File: config.mk
export PLATFORM = sky130hd
export DESIGN_NAME = hsi_m_rx_frame_buf
export DESIGN_NICKNAME = d
export VERILOG_FILES = /design/src/rtl/hsi_m_rx_frame_buf.sv
export SDC_FILE = /design/constraint.sdc
export NUM_CORES = 1
export LEC_CHECK = 0
export CORE_MARGIN = 3
export CORE_UTILIZATION = 35
export DETAILED_ROUTE_END_ITERATION = 10
export PLACE_DENSITY = 0.57
export SYNTH_ARGS = -nofsm -noshare
export SYNTH_HDL_FRONTEND = slang
export SYNTH_SLANG_ARGS = --single-unit
export TNS_END_PERCENT = 100
File: constraint.sdc
create_clock -name clk -period 12.29 [get_ports clk]
set_input_delay 2.458 -clock clk [delete_from_list [all_inputs] [get_ports clk]]
set_output_delay 2.458 -clock clk [all_outputs]
set_load 0.05 [all_outputs]
File: src/rtl/hsi_m_rx_frame_buf.sv
//==============================================================================
// Module  : hsi_m_rx_frame_buf
// Brief   : Receive frame buffer with commit/rollback byte store, a frame-length
//           queue and a byte-wise read port.
// Revision: 1.0 - initial release
//==============================================================================
`default_nettype none

module hsi_m_rx_frame_buf #(
    parameter int AW = 6,
    parameter int LW = 2
) (
    input  logic          clk,
    input  logic          rst,
    input  logic [7:0]    q,
    input  logic          q_rdy,
    input  logic          rx_frame_end,
    input  logic [5:0]    rx_errs,
    output logic          frame_avail,
    output logic [AW:0]   frame_len,
    input  logic          rd_req,
    output logic [7:0]    rd_d,
    output logic          rd_vld,
    output logic          rd_last,
    output logic          drop,
    output logic [7:0]    drop_cnt
);

    localparam int c_DEPTH  = 1 << AW;
    localparam int c_QDEPTH = 1 << LW;

    logic [7:0]  r_mem [c_DEPTH];
    logic [AW:0] r_lq  [c_QDEPTH];

    logic [AW:0] r_wp;
    logic [AW:0] r_cp;
    logic [AW:0] r_rp;
    logic [AW:0] r_cur_len;
    logic [AW:0] r_rd_cnt;
    logic        r_poison;
    logic [LW:0] r_lq_wp;
    logic [LW:0] r_lq_rp;

    logic        w_full;
    logic        w_wr;
    logic [AW:0] w_wp_nxt;
    logic [AW:0] w_len_eff;
    logic        w_poison_eff;
    logic        w_lq_full;
    logic        w_lq_empty;
    logic        w_commit;
    logic        w_drop_set;
    logic        w_rd;
    logic        w_rd_end;
    logic [AW:0] w_head;

    assign w_full       = (r_wp - r_rp) == {1'b1, {AW{1'b0}}};
    assign w_wr         = q_rdy && !w_full && !r_poison;
    assign w_wp_nxt     = r_wp + {{AW{1'b0}}, w_wr};
    // A byte arriving together with rx_frame_end belongs to the ending frame.
    assign w_len_eff    = r_cur_len + {{AW{1'b0}}, w_wr};
    assign w_poison_eff = r_poison || (q_rdy && w_full);

    assign w_lq_empty   = (r_lq_wp == r_lq_rp);
    assign w_lq_full    = (r_lq_wp - r_lq_rp) == {1'b1, {LW{1'b0}}};
    assign w_head       = r_lq[r_lq_rp[LW-1:0]];

    assign w_commit     = rx_frame_end && rx_errs[0] && !w_poison_eff &&
                          (w_len_eff != '0) && !w_lq_full;
    // An empty but otherwise good frame is discarded silently.
    assign w_drop_set   = rx_frame_end && !w_commit &&
                          !((w_len_eff == '0) && rx_errs[0] && !w_poison_eff);

    assign w_rd         = rd_req && !w_lq_empty;
    assign w_rd_end     = w_rd && ((r_rd_cnt + 1'b1) == w_head);

    assign frame_avail  = !w_lq_empty;
    assign frame_len    = w_lq_empty ? '0 : w_head;

    // Storage arrays carry no reset; pointers define their valid contents.
    always_ff @(posedge clk) begin
        if (w_wr) begin
            r_mem[r_wp[AW-1:0]] <= q;
        end
        if (w_commit) begin
            r_lq[r_lq_wp[LW-1:0]] <= w_len_eff;
        end
    end

    always_ff @(posedge clk or posedge rst) begin
        if (rst) begin
            r_wp      <= '0;
            r_cp      <= '0;
            r_rp      <= '0;
            r_cur_len <= '0;
            r_rd_cnt  <= '0;
            r_poison  <= 1'b0;
            r_lq_wp   <= '0;
            r_lq_rp   <= '0;
            rd_d      <= 8'h00;
            rd_vld    <= 1'b0;
            rd_last   <= 1'b0;
            drop      <= 1'b0;
            drop_cnt  <= 8'h00;
        end else begin
            if (rx_frame_end) begin
                r_cur_len <= '0;
                r_poison  <= 1'b0;
                if (w_commit) begin
                    r_wp    <= w_wp_nxt;
                    r_cp    <= w_wp_nxt;
                    r_lq_wp <= r_lq_wp + 1'b1;
                end else begin
                    r_wp <= r_cp;
                end
            end else begin
                r_wp <= w_wp_nxt;
                if (w_wr) begin
                    r_cur_len <= r_cur_len + 1'b1;
                end
                if (q_rdy && w_full) begin
                    r_poison <= 1'b1;
                end
            end

            drop <= w_drop_set;
            if (w_drop_set && (drop_cnt != 8'hFF)) begin
                drop_cnt <= drop_cnt + 1'b1;
            end

            rd_vld  <= w_rd;
            rd_last <= w_rd_end;
            if (w_rd) begin
                rd_d <= r_mem[r_rp[AW-1:0]];
                r_rp <= r_rp + 1'b1;
                if (w_rd_end) begin
                    r_rd_cnt <= '0;
                    r_lq_rp  <= r_lq_rp + 1'b1;
                end else begin
                    r_rd_cnt <= r_rd_cnt + 1'b1;
                end
            end
        end
    end

endmodule

`default_nettype wire

==> results.json, run 1 <==
{
  "status": "finished clean",
  "synthTopCellsByArea": "edfxtp_1 (67%), mux4_2 (16%), dfrtp_1 (6.3%)",
  "routed_wl_mm": 51.7,
  "root_buffer": "clkbuf_16",
  "gp_congestion": 0.745,
  "worst_pin_slew_ns": 1.28,
  "netlist_area_um2": 24200,
  "clk_latency_ns": 0.59,
  "period_minus_slack_ns": 5.51,
  "arrival_ns": 5.71,
  "required_ns": 12.49,
  "ys_types": 54,
  "drv_cap": 0,
  "rr_worst_depth": 14,
  "end_kind": "flop",
  "max_clock_freq_mhz": 182,
  "grt_use_met1": 0.196,
  "cts_tree": "yes",
  "synth_top_cell_by_area": "edfxtp_1",
  "io_buffers": 40,
  "finalSetupTns_ns": 0,
  "leakagePower_nw": 8.94,
  "synth_nets": 1233,
  "synth-main-ff-cell": "edfxtp_1",
  "io_pins": 46,
  "core_um2": 67800,
  "layout_common_cells": "edfxtp_1 (540), mux4_2 (167), nor2_1 (87), clkbuf_16 (69), dfrtp_1 (58)",
  "htreeDepth": 3,
  "avgSynthCellArea_um2": 20.3,
  "dieHeight_um": 269,
  "start_util": 0.357,
  "vias": 11400,
  "drc": 0,
  "seqPwrFrac": 0.399,
  "post-route-util": 0.407,
  "slew_headroom": 0.148,
  "crit_chain": "clkdlybuf4s50_1, o311a_1, ha_1, ha_1, nand2_1, xnor2_1, o211a_1, nand3_2, nor2_1",
  "clkSinkCount": 601,
  "hold_path.class": "reg -> reg",
  "post-route-period-util": 0.448,
  "drt_iter0_drc": 841,
  "drive_above_1_share": 0.233,
  "async_reset_ff_frac": 0.101,
  "internal_power_mw": 4.35,
  "synth_top_area_share": 0.671,
  "finalSetupViolations": 0,
  "max_stage_delay_ns": 0.75,
  "die_w_um": 269,
  "grt_first_pass_wirelength_mm": 77.8,
  "rsz0062_at_grt": "no",
  "powerDensity_nw_per_um2": 229,
  "report.final.hold_viol_count": 0,
  "use_met2": 0.241,
  "path_common_cell": "ha_1",
  "cts_resized": 0,
  "cts_setup_buffers": 0,
  "postCtsHoldBufs": 0,
  "ant_nets": 0,
  "antenna_found_initial": 1,
  "grt-ovfl-total": 0,
  "synth_cells": 1193,
  "clkTransAtPathRegs_ns": 0.05,
  "dp_hpwl_mm": 30.5,
  "switching_power_mw": 1.96,
  "synth_seq_cells": 601,
  "finClkSkew_ns": 0.0245,
  "fillers": 5989,
  "wire_per_inst_um": 23.8,
  "yosysWarnings": 0,
  "avgViaCountPerCell": 5.25,
  "cp_max_fo": 14,
  "drv_slew": 0,
  "numCtsBuffers": 67,
  "grt-busiest-layer": "met2",
  "combPwrFrac": 0.297,
  "clkPwrFrac": 0.304,
  "fin_nets": 1291,
  "grt_pass1_vias": 11900,
  "criticalPathCategory": "in -> reg",
  "row_count": 95,
  "whs_path_depth": 1,
  "insertedDiodeCount": 0,
  "drtPass1Iterations": 6,
  "area_growth_pct": 14.0,
  "grt.met3_usage": 0.0382,
  "grt_max_degree": 107,
  "grt_use_total": 0.147,
  "synth-edff-count": 540,
  "die_area_um2": 72200,
  "synth.yosys.seq_area_share": 0.734,
  "final_common_cell": "edfxtp_1",
  "cp-start-kind": "input pin",
  "vdd_drop_max_v": 0.000189,
  "clockBufferDepth": 3,
  "netSwitchingFraction": 0.311,
  "cp_slowest_cell": "nor2_1"
}
[state kept, by name, summed over array words and instances (netlist names)]
register   count
drop           1
drop_cnt       8
r_cp           7
r_cur_len      7
r_lq          28
r_lq_rp        3
r_lq_wp        3
r_mem        512
r_poison       1
r_rd_cnt       7
r_rp           7
r_wp           7
rd_d           8
rd_last        1
rd_vld         1
[metal layers]
layer  share of wire  up-vias
met4           0.020        2
met3           0.059       77
met2            0.49      290
li1                -     4971
met1            0.43     6071
met5         0.00014        -
[logic make-up after synthesis]
| group | count (synthesis) | share of synthesized area |
|---|---|---|
| XOR/XNOR | 46 | 0.0178 |
| flip-flops | 601 | 0.734 |
| AO/OA/AOI/OAI | 49 | 0.0124 |
| buffers and inverters | 78 | 0.0136 |
| multiplexers | 201 | 0.172 |
| adder cells (fa/ha/maj) | 21 | 0.0109 |
| AND/OR/NAND/NOR | 197 | 0.0395 |
[stage by stage]
stage                     cells  cell area, um^2  setup WS (ns)  hold slack, ns  power (mW)
final                      2175            27500           6.78           0.494        6.32
after global routing       2175            27500           6.38           0.513        6.60
after CTS                  2175            27500           6.78           0.487        6.41
after detailed placement   2055            25400           6.17           0.478        4.47
after global placement     2055            25400           6.19           0.479        4.45
after floorplan            1193            24200           7.42           0.460        3.86
[synth_stat cells, drive strengths merged, types with 3 or more instances]
| master | instances |
|---|---|
| a21oi | 14 |
| a31oi | 5 |
| and2 | 11 |
| and3 | 9 |
| and4 | 3 |
| buf | 25 |
| clkbuf | 35 |
| dfrtp | 61 |
| edfxtp | 540 |
| ha | 21 |
| inv | 18 |
| mux2 | 17 |
| mux2i | 17 |
| mux4 | 167 |
| nand2 | 23 |
| nand3 | 19 |
| nand3b | 6 |
| nand4 | 9 |
| nor2 | 87 |
| nor3 | 14 |
| o21ai | 19 |
| or3 | 3 |
| or4 | 3 |
| xnor2 | 28 |
| xor2 | 16 |
[area by class of cell]
cell class | count | area, um^2 | area share
clock buffers | 86 | 1800 | 0.0654
clock inverters | 34 | 299 | 0.0109
inverters | 18 | 67.6 | 0.00245
multi-input cells | 514 | 6100 | 0.221
flip-flops and latches | 601 | 17800 | 0.644
well taps | 873 | 1090 | 0.0397
repair buffers | 49 | 440 | 0.0160
[power by group through the flow]
| stage | Sequential, mW | Combinational (mW) | Clock, mW |
|---|---|---|---|
| after floorplan | 2.54 | 1.32 | 0 |
| after global placement | 2.56 | 1.89 | 0 |
| after detailed placement | 2.57 | 1.91 | 0 |
| after CTS | 2.52 | 1.91 | 1.97 |
| after global routing | 2.54 | 2.01 | 2.05 |
| final | 2.52 | 1.88 | 1.92 |
[worst max-delay path: cells and delay by family]
family                     cells  cell delay [ns]
and+or+nand+nor                3             1.15
adders and majority gates      2             0.54
buffers and inverters          1             0.48
xor gates and xnor gates       1             0.39
AOI/OAI and AO/OA              2             0.69
[final timing paths]
path                             from     endpoint  slack (ns)
setup / recovery                q_rdy   r_lq[3][4]        6.78
hold / removal             r_lq_rp[2]   r_lq_rp[2]        0.49
setup reg to reg              r_rp[4]   r_lq[3][4]        6.85
hold reg to reg            r_lq_rp[2]   r_lq_rp[2]        0.49
max in group asynchronous         rst      r_rp[1]        9.23
min in group asynchronous         rst  r_rd_cnt[4]        2.43
(Power assumes the default switching activity.)
==> inputs of run 2 (changes only) <==
Settings changed: PLACE_DENSITY 0.57 to 0.59.
Clock period 12.29 ns to 4.7 ns, I/O delays scaled along.
==> run 2 against run 1 <==
  * Worst setup slack worse by 6.4 ns
  * Core utilization is 0.28 points higher
  * Count of clock-buffer cells in the layout shrank 5
  * Non-clock buffer count is 15 higher
  * Combinational power increased to 2.7 times the previous value
  * Total power increased to 2.6 times the previous value
  * Sequential power increased to 2.6 times the previous value
  * Clock skew shrank 0.0048 ns
  * Via count up 0.34%
  * Design area is 0.68% higher
  * Largest power group unchanged
==> results.json, run 2 (synthesis results as in run 1) <==
{
  "status": "finished clean",
  "grt_max_degree": 98,
  "row_count": 95,
  "grt_pass1_vias": 11800,
  "drive_above_1_share": 0.246,
  "io_pins": 46,
  "io_buffers": 40,
  "vdd_drop_max_v": 0.000666,
  "drt_iter0_drc": 950,
  "clkPwrFrac": 0.310,
  "path_common_cell": "ha_1",
  "cts_setup_buffers": 0,
  "slew_headroom": 0.157,
  "finClkSkew_ns": 0.0197,
  "worst_pin_slew_ns": 1.26,
  "die_area_um2": 72200,
  "core_um2": 67800,
  "max_clock_freq_mhz": 230,
  "root_buffer": "clkbuf_16",
  "netSwitchingFraction": 0.308,
  "layout_common_cells": "edfxtp_1 (540), mux4_2 (167), nor2_1 (87), clkbuf_16 (67), dfrtp_1 (58)",
  "post-route-util": 0.409,
  "rsz0062_at_grt": "no",
  "leakagePower_nw": 9.04,
  "arrival_ns": 4.82,
  "setup_slack_ns": 0.357,
  "dp_hpwl_mm": 30.5,
  "period_minus_slack_ns": 4.34,
  "cp_max_fo": 12,
  "criticalPathCategory": "reg -> reg",
  "largest_reg_flops": 512,
  "antenna_found_initial": 1,
  "fillers": 5944,
  "multi_input_area_um2": 6100,
  "area_growth_pct": 14.8,
  "grt_use_total": 0.145,
  "start_util": 0.357,
  "avgViaCountPerCell": 5.24,
  "cp_slowest_cell": "dfrtp_1",
  "grt_first_pass_wirelength_mm": 77.2,
  "end_kind": "flop",
  "drtPass1Iterations": 6,
  "final_common_cell": "edfxtp_1",
  "powerDensity_nw_per_um2": 603,
  "cp-start-kind": "flop",
  "finalSetupViolations": 0,
  "numCtsBuffers": 66,
  "post-route-period-util": 0.924,
  "finalPower_mw": 16.7,
  "drv_slew": 0,
  "wire_per_inst_um": 23.4,
  "place_area_um2": 25600,
  "clkTransAtPathRegs_ns": 0.06,
  "clk_latency_ns": 0.59,
  "fin_nets": 1305,
  "seq_area_um2": 17800,
  "dieHeight_um": 269,
  "clkSinkCount": 601,
  "switching_power_mw": 5.15,
  "max_stage_delay_ns": 0.50,
  "seqPwrFrac": 0.387,
  "gp_congestion": 0.783,
  "report.final.hold_viol_count": 0,
  "htreeDepth": 3,
  "postCtsHoldBufs": 0,
  "drv_cap": 0,
  "crit_chain": "ha_1, or4_1, a2111o_1, o311a_1, ha_1, ha_1, nor3_1, a31oi_1, or4_1, nor2_1, o211ai_2, and3_1, mux2_1",
  "die_w_um": 269,
  "vias": 11500,
  "routed_wl_mm": 51.3,
  "grt-ovfl-total": 0,
  "drc": 0,
  "ant_nets": 0,
  "hold_path.class": "reg -> reg",
  "combPwrFrac": 0.304,
  "internal_power_mw": 11.6,
  "required_ns": 5.17,
  "fin_area_um2": 27700,
  "clockBufferDepth": 3,
  "pre_cts_slack_ns": 0.322,
  "cts_tree": "yes",
  "finalSetupTns_ns": 0,
  "cts_resized": 0
}
==> run 2: per-layer routing <==
metal / vias to the layer above / wire, um / global-route usage
li1: 5003 / - / -
met1: 6074 / 22400 / 0.198
met2: 295 / 24600 / 0.233
met3: 78 / 3020 / 0.0360
met4: 0 / 1260 / 0.0427
met5: - / 0 / 0
==> run 2: through the flow <==
step                      instances  hold slack (ns)
final                          2187            0.495
after global routing           2186            0.518
after CTS                      2186            0.496
after detailed placement       2070            0.484
after global placement         2070            0.478
after floorplan                1193            0.460
==> run 2: power groups by stage <==
stage          Sequential, mW  Clock [mW]  Combinational, mW
2_1_floorplan            6.65           0               3.45
3_3_place_gp             6.56           0               5.11
3_5_place_dp             6.57           0               5.16
4_1_cts                  6.47        5.31               5.17
5_1_grt                  6.50        5.53               5.43
6_report                 6.46        5.18               5.07
==> run 2: final cells by class <==
class                      count  area share
clock buffer                  81      0.0634
clock inverter                35      0.0148
sequential                   601       0.640
timing repair buffer          64      0.0199
tap                          873      0.0394
inverter                      18     0.00244
multi-input combinational    514       0.220
antenna                        1   0.0000902
==> run 2: final timing paths <==
kind                                  from     endpoint  slack (ns)  cells past startpoint
worst max-delay path               r_wp[2]  drop_cnt[1]        0.36                     13
worst min-delay path            r_lq_wp[2]   r_lq_wp[2]        0.50                      1
worst max register to register     r_wp[2]  drop_cnt[1]        0.36                     13
worst min register to register  r_lq_wp[2]   r_lq_wp[2]        0.50                      1
max in group asynchronous              rst      r_rp[2]        2.98                      3
min in group asynchronous              rst   r_lq_rp[0]        0.81                      2
==> run 2: worst max-delay path, delay by kind of cell, from the launching register on <==
family          cells  cell delay, ns
compound gates      4            1.04
fa+ha+maj           3            0.86
flops               1            0.50
mux                 1            0.31
simple gates        5            1.52
==> inputs of run 3 (changes only) <==
Settings changed: CORE_ASPECT_RATIO set to 0.6, DONT_BUFFER_PORTS set to 1, PLACE_DENSITY 0.59 to 0.58.
==> run 3 against run 2 <==
  * Total power down 5.4%
  * Die area increased by 0.14%
  * Register-to-register slack lost 0.02 ns
  * Worst setup slack worse by 0.017 ns
  * First-iteration DRC count rose by 29%
  * Count of clock-buffer cells in the layout shrank 18
  * Clock power fell by 15%
  * Via count is 0.44% lower
  * Global-route usage grew 0.48 points
==> results.json, run 3 (synthesis results as in run 1) <==
{
  "status": "finished clean",
  "cts_setup_buffers": 0,
  "avgViaCountPerCell": 5.31,
  "leakagePower_nw": 8.65,
  "crit_end": "r_wp[0]",
  "clkPwrFrac": 0.279,
  "start_util": 0.359,
  "grt_first_pass_wirelength_mm": 79.9,
  "postCtsHoldBufs": 0,
  "vias": 11400,
  "crit_buf_inv": 0,
  "combPwrFrac": 0.299,
  "clockBufferDepth": 3,
  "hold_path.class": "in -> async",
  "reg2reg_slack_ns": 0.34,
  "htreeDepth": 2,
  "grt-ovfl-total": 0,
  "core_um2": 67200,
  "drv_cap": 0,
  "layout_common_cells": "edfxtp_1 (540), mux4_2 (167), nor2_1 (87), dfrtp_1 (59), clkbuf_16 (55)",
  "rr_worst_depth": 14,
  "drt_iter0_drc": 1226,
  "criticalPathCategory": "reg -> reg",
  "dp_hpwl_mm": 33.1,
  "die_area_um2": 72300,
  "period_minus_slack_ns": 4.36,
  "grt_pass1_vias": 11200,
  "cts_resized": 0,
  "final_common_cell": "edfxtp_1",
  "finalSetupTns_ns": 0,
  "cts_tree": "yes",
  "drv_slew": 0,
  "finalNonFillerCells": 2145,
  "area_growth_pct": 11.4,
  "insertedDiodeCount": 0,
  "hold_slack_ns": 0.389,
  "grt_max_degree": 132,
  "largest_reg_flops": 512,
  "io_buffers": 0,
  "drtPass1Iterations": 5,
  "setup_slack_ns": 0.340,
  "vdd_drop_max_v": 0.000398,
  "switching_power_mw": 5.10,
  "clkSinkCount": 601,
  "pre_cts_slack_ns": 0.355,
  "io_pins": 46,
  "drive_above_1_share": 0.229,
  "path_common_cell": "ha_1",
  "powerDensity_nw_per_um2": 587,
  "fin_nets": 1246,
  "netSwitchingFraction": 0.322,
  "dieHeight_um": 210,
  "startpoint": "r_wp[3]",
  "max_clock_freq_mhz": 229,
  "post-route-util": 0.400,
  "reg2reg_from": "r_wp[3]",
  "post-route-period-util": 0.928,
  "arrival_ns": 4.85,
  "cp_slowest_cell": "or4_1",
  "row_count": 73,
  "drc": 0,
  "slew_headroom": 0.369,
  "internal_power_mw": 10.7,
  "antenna_found_initial": 0,
  "seqPwrFrac": 0.421,
  "required_ns": 5.19,
  "max_stage_delay_ns": 0.52,
  "root_buffer": "clkbuf_16",
  "routed_wl_mm": 54.3,
  "cp.depth": 14,
  "clkTransAtPathRegs_ns": 0.06,
  "wire_per_inst_um": 25.3,
  "fillers": 6028,
  "cp-start-kind": "flop",
  "rsz0062_at_grt": "no",
  "clk_latency_ns": 0.62,
  "ant_nets": 0,
  "crit_family": "simple AND/OR/NAND/NOR gates",
  "finClkSkew_ns": 0.0162,
  "dp_cells": 2050,
  "die_w_um": 345,
  "crit_chain": "ha_1, nor2b_1, or4_1, a2111o_1, o311a_1, ha_1, ha_1, nor3_1, a31oi_1, or4_1, o211a_1, nand3_2, and2_4, mux2_4",
  "numCtsBuffers": 54,
  "grt_use_total": 0.150,
  "worst_pin_slew_ns": 0.946,
  "gp_congestion": 0.768,
  "finalSetupViolations": 0,
  "report.final.hold_viol_count": 0,
  "r2r_end": "r_wp[0]",
  "end_kind": "flop",
  "cp_max_fo": 8
}
-- run 3: changes by cell type in the layout (fill, tap and decap cells not counted), sizes merged --
cell / delta
diode: -1
clkdlybuf4s50: -32
clkinvlp: -1
inv: -5
bufinv: -2
clkbuf: -18
buf: -15
clkinv: +5
-- run 3: cell type report --
type / count / area (um^2) / share of cell area
clock buffers: 63 / 1410 / 0.0522
clock inverters: 32 / 324 / 0.0120
inverters: 18 / 67.6 / 0.00251
multi-input cells: 514 / 6100 / 0.226
flip-flops and latches: 601 / 17700 / 0.659
well taps: 900 / 1130 / 0.0418
repair buffers: 17 / 153 / 0.00567
-- run 3: worst register-to-register path, delay by kind of cell (launching register included) --
family                     cells  cell delay, ns
adders and majority gates      3            0.85
AOI/OAI and AO/OA              4            1.04
DFF                            1            0.40
muxes                          1            0.31
and+or+nand+nor                6            1.66
-- run 3: how the worst min path moves through the flow --
stage	slack, ns	depth (start not counted)	end	startpoint
after CTS	0.34	1	r_cur_len[5]	rx_frame_end
after detailed placement	0.49	1	r_lq_rp[2]	r_lq_rp[2]
after global placement	0.48	1	r_rp[5]	r_rp[5]
after global routing	0.36	1	r_cur_len[1]	rx_frame_end
after floorplan	0.46	1	r_rp[6]	r_rp[6]
final	0.39	1	drop	rst
-- run 3: through the flow --
step	area [um^2]	total power [mW]
6_report	26900	15.8
5_1_grt	26900	16.5
3_3_place_gp	25200	11.5
2_1_floorplan	24200	10.1
4_1_cts	26900	16.0
3_5_place_dp	25200	11.5
-- run 3: power by group through the flow --
stage	clock (mW)	combinational, mW	sequential (mW)
after global routing	4.74	5.08	6.70
final	4.41	4.73	6.66
after CTS	4.51	4.78	6.67
after global placement	0	4.71	6.77
after detailed placement	0	4.76	6.79
after floorplan	0	3.45	6.65
-- run 3: layer usage --
layer | share of wire | GRT usage | up-vias
met4 | 0.013 | 0.0282 | 0
li1 | - | - | 4869
met2 | 0.40 | 0.196 | 335
met3 | 0.086 | 0.0471 | 60
met5 | 0 | 0 | -
met1 | 0.50 | 0.243 | 6136
